<file path="src/rtl/picosoc_irqctrl_pkg.sv">
// Shared constants for the PicoSoC external interrupt controller:
// register byte offsets, ROUTE field encodings and CLAIM layout.
package picosoc_irqctrl_pkg;

   localparam logic [7:0] OFF_ENABLE   = 8'h00;
   localparam logic [7:0] OFF_PENDING  = 8'h04;
   localparam logic [7:0] OFF_MODE     = 8'h08;
   localparam logic [7:0] OFF_POLARITY = 8'h0C;
   localparam logic [7:0] OFF_ROUTE    = 8'h10;
   localparam logic [7:0] OFF_CLAIM    = 8'h14;
   localparam logic [7:0] OFF_SWTRIG   = 8'h18;

   localparam int unsigned CLAIM_VALID_BIT = 31;

   typedef enum logic [1:0] {
      ROUTE_NONE = 2'd0,
      ROUTE_IRQ5 = 2'd1,
      ROUTE_IRQ6 = 2'd2,
      ROUTE_IRQ7 = 2'd3
   } route_e;

   function automatic logic [31:0] strb_mask(input logic [3:0] strb);
      logic [31:0] m;
      m = '0;
      for (int unsigned b = 0; b < 4; b++) begin
         m[8*b +: 8] = {8{strb[b]}};
      end
      return m;
   endfunction

endpackage

</file>
<file path="src/rtl/picosoc_irqctrl_sync.sv">
// One interrupt source: multi-flop synchronizer, polarity correction and
// rising-edge detect of the corrected (active-high) level.
module picosoc_irqctrl_sync #(
   parameter int unsigned SYNC_STAGES = 2
) (
   input  logic clk_i,
   input  logic rst_ni,
   input  logic src_i,
   input  logic pol_i,
   output logic active_o,
   output logic rise_o
);

   logic [SYNC_STAGES-1:0] sync_q;
   logic                   prev_q;

   always_ff @(posedge clk_i or negedge rst_ni) begin
      if (!rst_ni) begin
         sync_q <= '0;
         prev_q <= 1'b0;
      end else begin
         sync_q <= {sync_q[SYNC_STAGES-2:0], src_i};
         prev_q <= active_o;
      end
   end

   // Edge is taken after the polarity XOR, so a POLARITY flip can look like an edge.
   assign active_o = sync_q[SYNC_STAGES-1] ^ pol_i;
   assign rise_o   = active_o & ~prev_q;

endmodule

</file>
<file path="src/rtl/picosoc_irqctrl.sv">
// PicoSoC iomem-mapped external interrupt controller (top).
// Optional macro PICOSOC_IRQCTRL_SWTRIG_EN adds the write-only SWTRIG register at 0x18.
module picosoc_irqctrl
   import picosoc_irqctrl_pkg::*;
#(
   parameter int unsigned NUM_SRC     = 8,
   parameter logic [31:0] BASE_ADDR   = 32'h0300_0000,
   parameter int unsigned SYNC_STAGES = 2
) (
   input  logic               clk,
   input  logic               resetn,
   input  logic               iomem_valid,
   output logic               iomem_ready,
   input  logic [3:0]         iomem_wstrb,
   input  logic [31:0]        iomem_addr,
   input  logic [31:0]        iomem_wdata,
   output logic [31:0]        iomem_rdata,
   input  logic [NUM_SRC-1:0] src_in,
   output logic [2:0]         irq_out
);

   localparam int unsigned RW = 2 * NUM_SRC;

   logic [NUM_SRC-1:0] enable_q, enable_d, pend_q, pend_d;
   logic [NUM_SRC-1:0] mode_q, mode_d, pol_q, pol_d;
   logic [RW-1:0]      route_q, route_d;
   logic               ready_q, ready_d;
   logic [31:0]        rdata_q, rdata_d;
   logic [2:0]         irq_q, irq_d;

   logic [NUM_SRC-1:0] active, rise, pend_eff, claimable, clr, swset;
   logic               sel, acc, wr, rd;
   logic [5:0]         off;
   logic [31:0]        wmask, wdm;
   logic               claim_vld;
   logic [3:0]         claim_idx;
   logic               unused_bits;

   for (genvar i = 0; i < NUM_SRC; i++) begin : g_src
      picosoc_irqctrl_sync #(
         .SYNC_STAGES(SYNC_STAGES)
      ) u_sync (
         .clk_i   (clk),
         .rst_ni  (resetn),
         .src_i   (src_in[i]),
         .pol_i   (pol_q[i]),
         .active_o(active[i]),
         .rise_o  (rise[i])
      );
   end

   assign sel   = iomem_valid && (iomem_addr[31:8] == BASE_ADDR[31:8]);
   assign acc   = sel && !ready_q;
   assign wr    = acc && (iomem_wstrb != 4'b0000);
   assign rd    = acc && (iomem_wstrb == 4'b0000);
   assign off   = iomem_addr[7:2];
   assign wmask = strb_mask(iomem_wstrb);
   assign wdm   = iomem_wdata & wmask;

   // Level-mode sources bypass the pending flop so they follow the input directly.
   assign pend_eff  = (pend_q & mode_q) | (active & ~mode_q);
   assign claimable = pend_eff & enable_q;

   always_comb begin
      claim_vld = 1'b0;
      claim_idx = '0;
      for (int unsigned i = 0; i < NUM_SRC; i++) begin
         if (!claim_vld && claimable[i]) begin
            claim_vld = 1'b1;
            claim_idx = 4'(i);
         end
      end
   end

   always_comb begin
      enable_d = enable_q;
      mode_d   = mode_q;
      pol_d    = pol_q;
      route_d  = route_q;
      clr      = '0;
      swset    = '0;
      rdata_d  = '0;
      if (wr) begin
         case (off)
            OFF_ENABLE[7:2]:   enable_d = (enable_q & ~wmask[NUM_SRC-1:0]) | wdm[NUM_SRC-1:0];
            OFF_PENDING[7:2]:  clr      = wdm[NUM_SRC-1:0];
            OFF_MODE[7:2]:     mode_d   = (mode_q & ~wmask[NUM_SRC-1:0]) | wdm[NUM_SRC-1:0];
            OFF_POLARITY[7:2]: pol_d    = (pol_q & ~wmask[NUM_SRC-1:0]) | wdm[NUM_SRC-1:0];
            OFF_ROUTE[7:2]:    route_d  = (route_q & ~wmask[RW-1:0]) | wdm[RW-1:0];
`ifdef PICOSOC_IRQCTRL_SWTRIG_EN
            OFF_SWTRIG[7:2]:   swset    = wdm[NUM_SRC-1:0];
`else
            OFF_SWTRIG[7:2]:   ;
`endif
            default:           ;
         endcase
      end
      if (rd) begin
         case (off)
            OFF_ENABLE[7:2]:   rdata_d = 32'(enable_q);
            OFF_PENDING[7:2]:  rdata_d = 32'(pend_eff);
            OFF_MODE[7:2]:     rdata_d = 32'(mode_q);
            OFF_POLARITY[7:2]: rdata_d = 32'(pol_q);
            OFF_ROUTE[7:2]:    rdata_d = 32'(route_q);
            OFF_CLAIM[7:2]: begin
               if (claim_vld) begin
                  rdata_d[CLAIM_VALID_BIT] = 1'b1;
                  rdata_d[3:0]             = claim_idx;
                  for (int unsigned i = 0; i < NUM_SRC; i++) begin
                     if (claim_idx == 4'(i)) clr[i] = 1'b1;
                  end
               end
            end
            default:           ;
         endcase
      end
   end

   // New events are ORed in after the clear so a coincident set wins.
   assign pend_d  = mode_q & (rise | swset | (pend_q & ~clr));
   assign ready_d = acc;

   always_comb begin
      irq_d = '0;
      for (int unsigned i = 0; i < NUM_SRC; i++) begin
         if (claimable[i]) begin
            case (route_e'(route_q[2*i +: 2]))
               ROUTE_IRQ5: irq_d[0] = 1'b1;
               ROUTE_IRQ6: irq_d[1] = 1'b1;
               ROUTE_IRQ7: irq_d[2] = 1'b1;
               default:    ;
            endcase
         end
      end
   end

   always_ff @(posedge clk or negedge resetn) begin
      if (!resetn) begin
         enable_q <= '0;
         pend_q   <= '0;
         mode_q   <= '0;
         pol_q    <= '0;
         route_q  <= '0;
         ready_q  <= 1'b0;
         rdata_q  <= '0;
         irq_q    <= '0;
      end else begin
         enable_q <= enable_d;
         pend_q   <= pend_d;
         mode_q   <= mode_d;
         pol_q    <= pol_d;
         route_q  <= route_d;
         ready_q  <= ready_d;
         rdata_q  <= rdata_d;
         irq_q    <= irq_d;
      end
   end

   assign iomem_ready = ready_q;
   assign iomem_rdata = rdata_q;
   assign irq_out     = irq_q;

   assign unused_bits = ^{iomem_addr[1:0], wdm, wmask};

endmodule

</file>
<file path="config.mk">
export PLATFORM = sky130hd
export DESIGN_NAME = picosoc_irqctrl
export DESIGN_NICKNAME = d
export VERILOG_FILES = /design/src/rtl/picosoc_irqctrl_pkg.sv /design/src/rtl/picosoc_irqctrl_sync.sv /design/src/rtl/picosoc_irqctrl.sv
export SDC_FILE = /design/constraint.sdc
export NUM_CORES = 1
export LEC_CHECK = 0
export CORE_UTILIZATION = 50
export CTS_BUF_LIST = sky130_fd_sc_hd__clkbuf_8
export CTS_CLUSTER_SIZE = 28
export DETAILED_ROUTE_END_ITERATION = 6
export HOLD_SLACK_MARGIN = 0.02
export PLACE_DENSITY = 0.82
export SETUP_SLACK_MARGIN = 0.2
export SYNTH_ARGS = -nofsm -noshare
export SYNTH_HDL_FRONTEND = slang
export SYNTH_SLANG_ARGS = --single-unit
</file>
<file path="constraint.sdc">
create_clock -name clk -period 2.3 [get_ports clk]
set_clock_uncertainty 0.2 [all_clocks]
set_input_delay 0.46 -clock clk [delete_from_list [all_inputs] [get_ports clk]]
set_output_delay 0.46 -clock clk [all_outputs]
set_load 0.01 [all_outputs]
</file>
Yosys cells after proc, flatten, opt, wreduce, memory -nomap -nowiden. Cells that the tools add are included.

Latch bits: 0. Register bits after elaboration: 108. RAM bits: 0. Bits in read-only memories: 0. Memories kept: 0. Output and inout port bits: 36. Input bits: 79. Logic and storage cells: 198.

Reduce and logical (&&, ||, !) cells: 27. Add/subtract/negate cells: 0. Muxes and demuxes: 66. Bitwise logic cells: 44. Div/mod/pow operators: 0. $mul: 0. Equal/unequal tests: 37. Shift-type cells: 0. Order comparisons: 0.

Operators by type and width (count): $and 8x8->8 (8); $pmux 12 s5 (1); $mux 1 (43); $mux 8 (5); $or 8x8->8 (5); $and 16x16->16 (2); $eq 2x2->1 const B (16); $mux 32 (1); $mux 4 (7); $eq 24x18->1 const B (1); $mux 3 (8); $not 8->8 (3); $pmux 4 s6 (1); $eq 2x1->1 const B (8); $eq 4x3->1 const B (4); $not 16->16 (1); $or 16x16->16 (1); $eq 6x2->1 const B (2); $eq 6x3->1 const B (2); $logic_and 1x1->1 (11); $and 1x1->1 (8); $eq 4x2->1 const B (2); $logic_not 1->1 (8); $logic_not 4->1 (2); other kinds (7) (24).

Depth between registers and ports, before layout.
Word-level depth: 35. Depth in mapped cells: 7. Depth with buffers taken out: 6.

Hierarchy. A second synthesis with hierarchy kept.

Cell total of the unflattened synthesis: 360. Area, all modules: 4481.8 um2.

Modules (own cells, without submodules): picosoc_irqctrl (sequential area each 1726.7 um2, area an instance 3741.1 um2, cells an instance 320, instances 1); picosoc_irqctrl_sync (sequential area each 75.1 um2, area an instance 92.6 um2, cells an instance 5, instances 8).

Worst setup path before layout. Ideal clock, no wire load.

Kind: input-to-reg. From: input iomem_addr[15]. To: register (tool-made name). Library setup time: 0.128 ns. Data arrival time: 1.924 ns. Path buffers: 1. Stages: 6. Slack: 0.048 ns. Data required time: 1.972 ns. Cells stage by stage: nor4_2 nand4_2 nor3_4 and2_1 buf_4 mux2_1.

RTL lines: start, declared (line picosoc_irqctrl.sv:15) `input logic [31:0] iomem_addr,`.

==> summary.txt <==
Outcome
  • Outcome: finished, final reports clean

Critical path
  • Worst path slowest cell: dfrtp_1
  • CP Capture Type: flip-flop
  • Critical Path Max Stage Delay: approximately 0.44 ns
  • Path type of the worst setup path: flip-flop to flip-flop
  • Most Frequent Cell on Critical Path: a21oi_1
  • Worst reg2reg path depth: 7
  • Cell Chain, Critical Path: xor2_2 > o211a_1 > a21oi_4 > a21oi_1 > buf_4 > a22oi_1 > a21oi_1
  • Reg2reg end: iomem_rdata[2]
  • CP max FO: 5
  • Critical Path RT: around 2.3 ns
  • Worst setup SP type: flip-flop
  • R2R Setup Slk: between 0.15 and 0.2 ns
  • CP arrival: about 2.2 ns

Layout
  • Diodes inserted: 0
  • Layout overhead on the synthesized area: 43.4%
  • Fillers: between 500 and 600
  • Post-route cell area: about 6300 µm²
  • Fin nets: 596
  • Area of the multi-input gates: 2260 µm²
  • Reg area: approximately 2300 µm²
  • Share of cells above drive strength 1: between 30% and 40%
  • Final Core Density: around 75%
  • Finished Layout Cells: around 630

Synth
  • Post-Syn Area per Cell: 11.8 µm²
  • Most common library cells after synthesis: 93 x dfrtp_1, 33 x mux2_1, 29 x nand2_1
  • Sequential area share after synthesis: between 50% and 60%
  • Yosys top cell area share: a little over half
  • Largest cells by area after synthesis: dfrtp_1 53%, mux2_1 8.5%, buf_4 3.1%, nand2_1 2.5%, and2_1 1.7%
  • Number of distinct library cells after synthesis: 61
  • Yosys reg bits: 93
  • Ys async rst share: between 90% and 100%
  • Post-Synthesis Cells: 374
  • Synth Flop Type: dfrtp_1
  • Syn. warnings: 0
  • Cell taking the most area after synthesis: dfrtp_1
  • EDFF count, synth: 0
  • Count leader, synth: dfrtp_1
  • Synth Cell Area: around 4400 µm²

Clock tree
  • Clk buf depth: 2
  • TritonCTS Sinks: 93
  • Clk root buf: clkbuf_8
  • Skew-Pair Late Insertion Delay: 0.37 ns
  • H-tree Lvls: 3
  • Clk slew on worst S/H paths: approximately 0.1 ns
  • Total CTS buffers: 9
  • CTS tree: done

Drt
  • DR iter-0 viols: between 300 and 400
  • Routed Antenna Nets: 0
  • DRC: 0
  • First drt pass iteration count: 7
  • Routed length per placed instance: 19.9 µm
  • Routed vias: approximately 3700
  • Vias per inst: roughly 5.9
  • Routed wire length: around 12000 µm

Pwr
  • Power per cell area: 471 nW/µm²
  • Cell leakage power: around 3.0 nW
  • Max VDD drop: 0.490 mV

Min path
  • Worst hold path startpoint: g_src[3].u_sync.sync_q[0]
  • Hold path depth: 0
  • Hold EP: g_src[3].u_sync.sync_q[1]
  • Hold/Removal Path Class: flip-flop to flip-flop

Floorplanning
  • Initial Utilization: a little over half
  • Die area: a little over 9000 µm²
  • CORE AREA: 8380 µm²
  • Die Ht: 95.8 µm
  • Row count: 33
  • Chip width: roughly 96 µm
  • # IOs: between 100 and 150

Place
  • Hpwl dp: between 8000 and 9000 µm
  • Post-placement cell count: 600
  • Placer Congestion: between 0.9 and 1
  • Post-DP Area: 5770 µm²
  • Port Buf Inserts: 81

STA
  • Worst hold slack: ~0.15 ns
  • Final Cycle Share: between 90% and 100%
  • Fmax: 467 MHz
  • Min Tclk post-route: 2.14 ns
  • RSZ-0062 raised after global routing: yes
  • Final setup TNS: 0 ns
  • Final Hold Vio Count: 0
  • Final setup vio count: 0
  • Max Slew Vio Count: 0

Global routing
  • Initial antenna violation count: 0
  • First-pass GRT wire length: 19100 µm
  • Vias in the first global route: around 3700
  • GRT overflow: 0
  • GRT Total Usage: between 20% and 30%
  • Largest net degree at the start of global routing: 94

Flow run
  • MaxCap Viol Count: 0
-- per-layer routing --
metal  vias to the layer above  part of all wire (%)  GRT usage [%]
met5                         -                     0              0
met4                         0                   2.7           12.1
met3                        30                   7.8           5.13
met2                       192                    49           47.7
met1                      1840                    40           36.0
li1                       1628                     -              -
-- power by group --
part	switching [mW]	total, mW	internal, mW
Clock	0.626	1.04	0.410
Combinational	0.140	0.270	0.129
Sequential	0.00764	1.66	1.65
Total	0.774	2.97	2.19
-- cells in the final DEF, fill, tap and decap left out, types with 8 or more instances in the layout --
master and n:
nand2b_1 9, dlymetal6s2s_1 12, and2_1 9, mux2_4 31, dfrtp_1 93, o21ai_1 8
nor2_1 15, o21a_1 9, conb_1 15, inv_1 11, clkbuf_2 12, clkdlybuf4s50_1 46
clkbuf_8 9, nand2_1 27, buf_4 48
-- worst max-delay path by stage --
| stage | depth (start not counted) | end | from |
|---|---|---|---|
| 2_1_floorplan | 6 | flip-flop | iomem_addr[11] |
| 3_3_place_gp | 8 | pend_q[5] | iomem_addr[14] |
| 3_5_place_dp | 7 | flip-flop | iomem_addr[14] |
| 4_1_cts | 7 | flip-flop | iomem_ready |
| 5_1_grt | 6 | iomem_rdata[0] | flip-flop |
| 6_report | 7 | iomem_rdata[2] | flip-flop |
-- cells by family after synthesis --
family / synth area share, %
AND/OR/NAND/NOR: 15.6
flip-flops: 52.9
AO/OA/AOI/OAI: 13.5
multiplexers: 11.4
buffers and inverters: 4.84
XOR/XNOR: 1.59
other: 0.0853
-- final cells by class --
class / instances / area share, %
flip-flops and latches: 93 / 36.9
inverters: 13 / 0.774
well taps: 105 / 2.08
multi-input cells: 257 / 35.9
repair buffers: 143 / 21.4
clock buffers: 9 / 1.97
clock inverters: 7 / 0.913
-- what timing repair did --
action | CTS | global route
hold buffers | 1 | 0
cloned | 0 | 1
pin swaps | 25 | 21
gates resized for setup | 64 | 58
setup endpoints to repair | 65 | 61
hold endpoints to repair | 93 | 0
setup buffers | 6 | 3
-- stage by stage --
step | setup WS, ns | power, mW
global placement | -0.479 | 1.95
floorplan | 0.110 | 1.78
global route | 0.0905 | 3.06
CTS | 0.117 | 2.98
detailed placement | -0.482 | 1.96
finish | 0.156 | 2.97
-- critical path: cells and delay by family (launching register included) --
kind / cells / cell delay (ns)
buffers and inverters: 1 / 0.15
AO/OA/AOI/OAI: 5 / 0.98
XOR/XNOR: 1 / 0.22
flip-flops: 1 / 0.44
No activity file was read; power rests on OpenSTA's default activity.
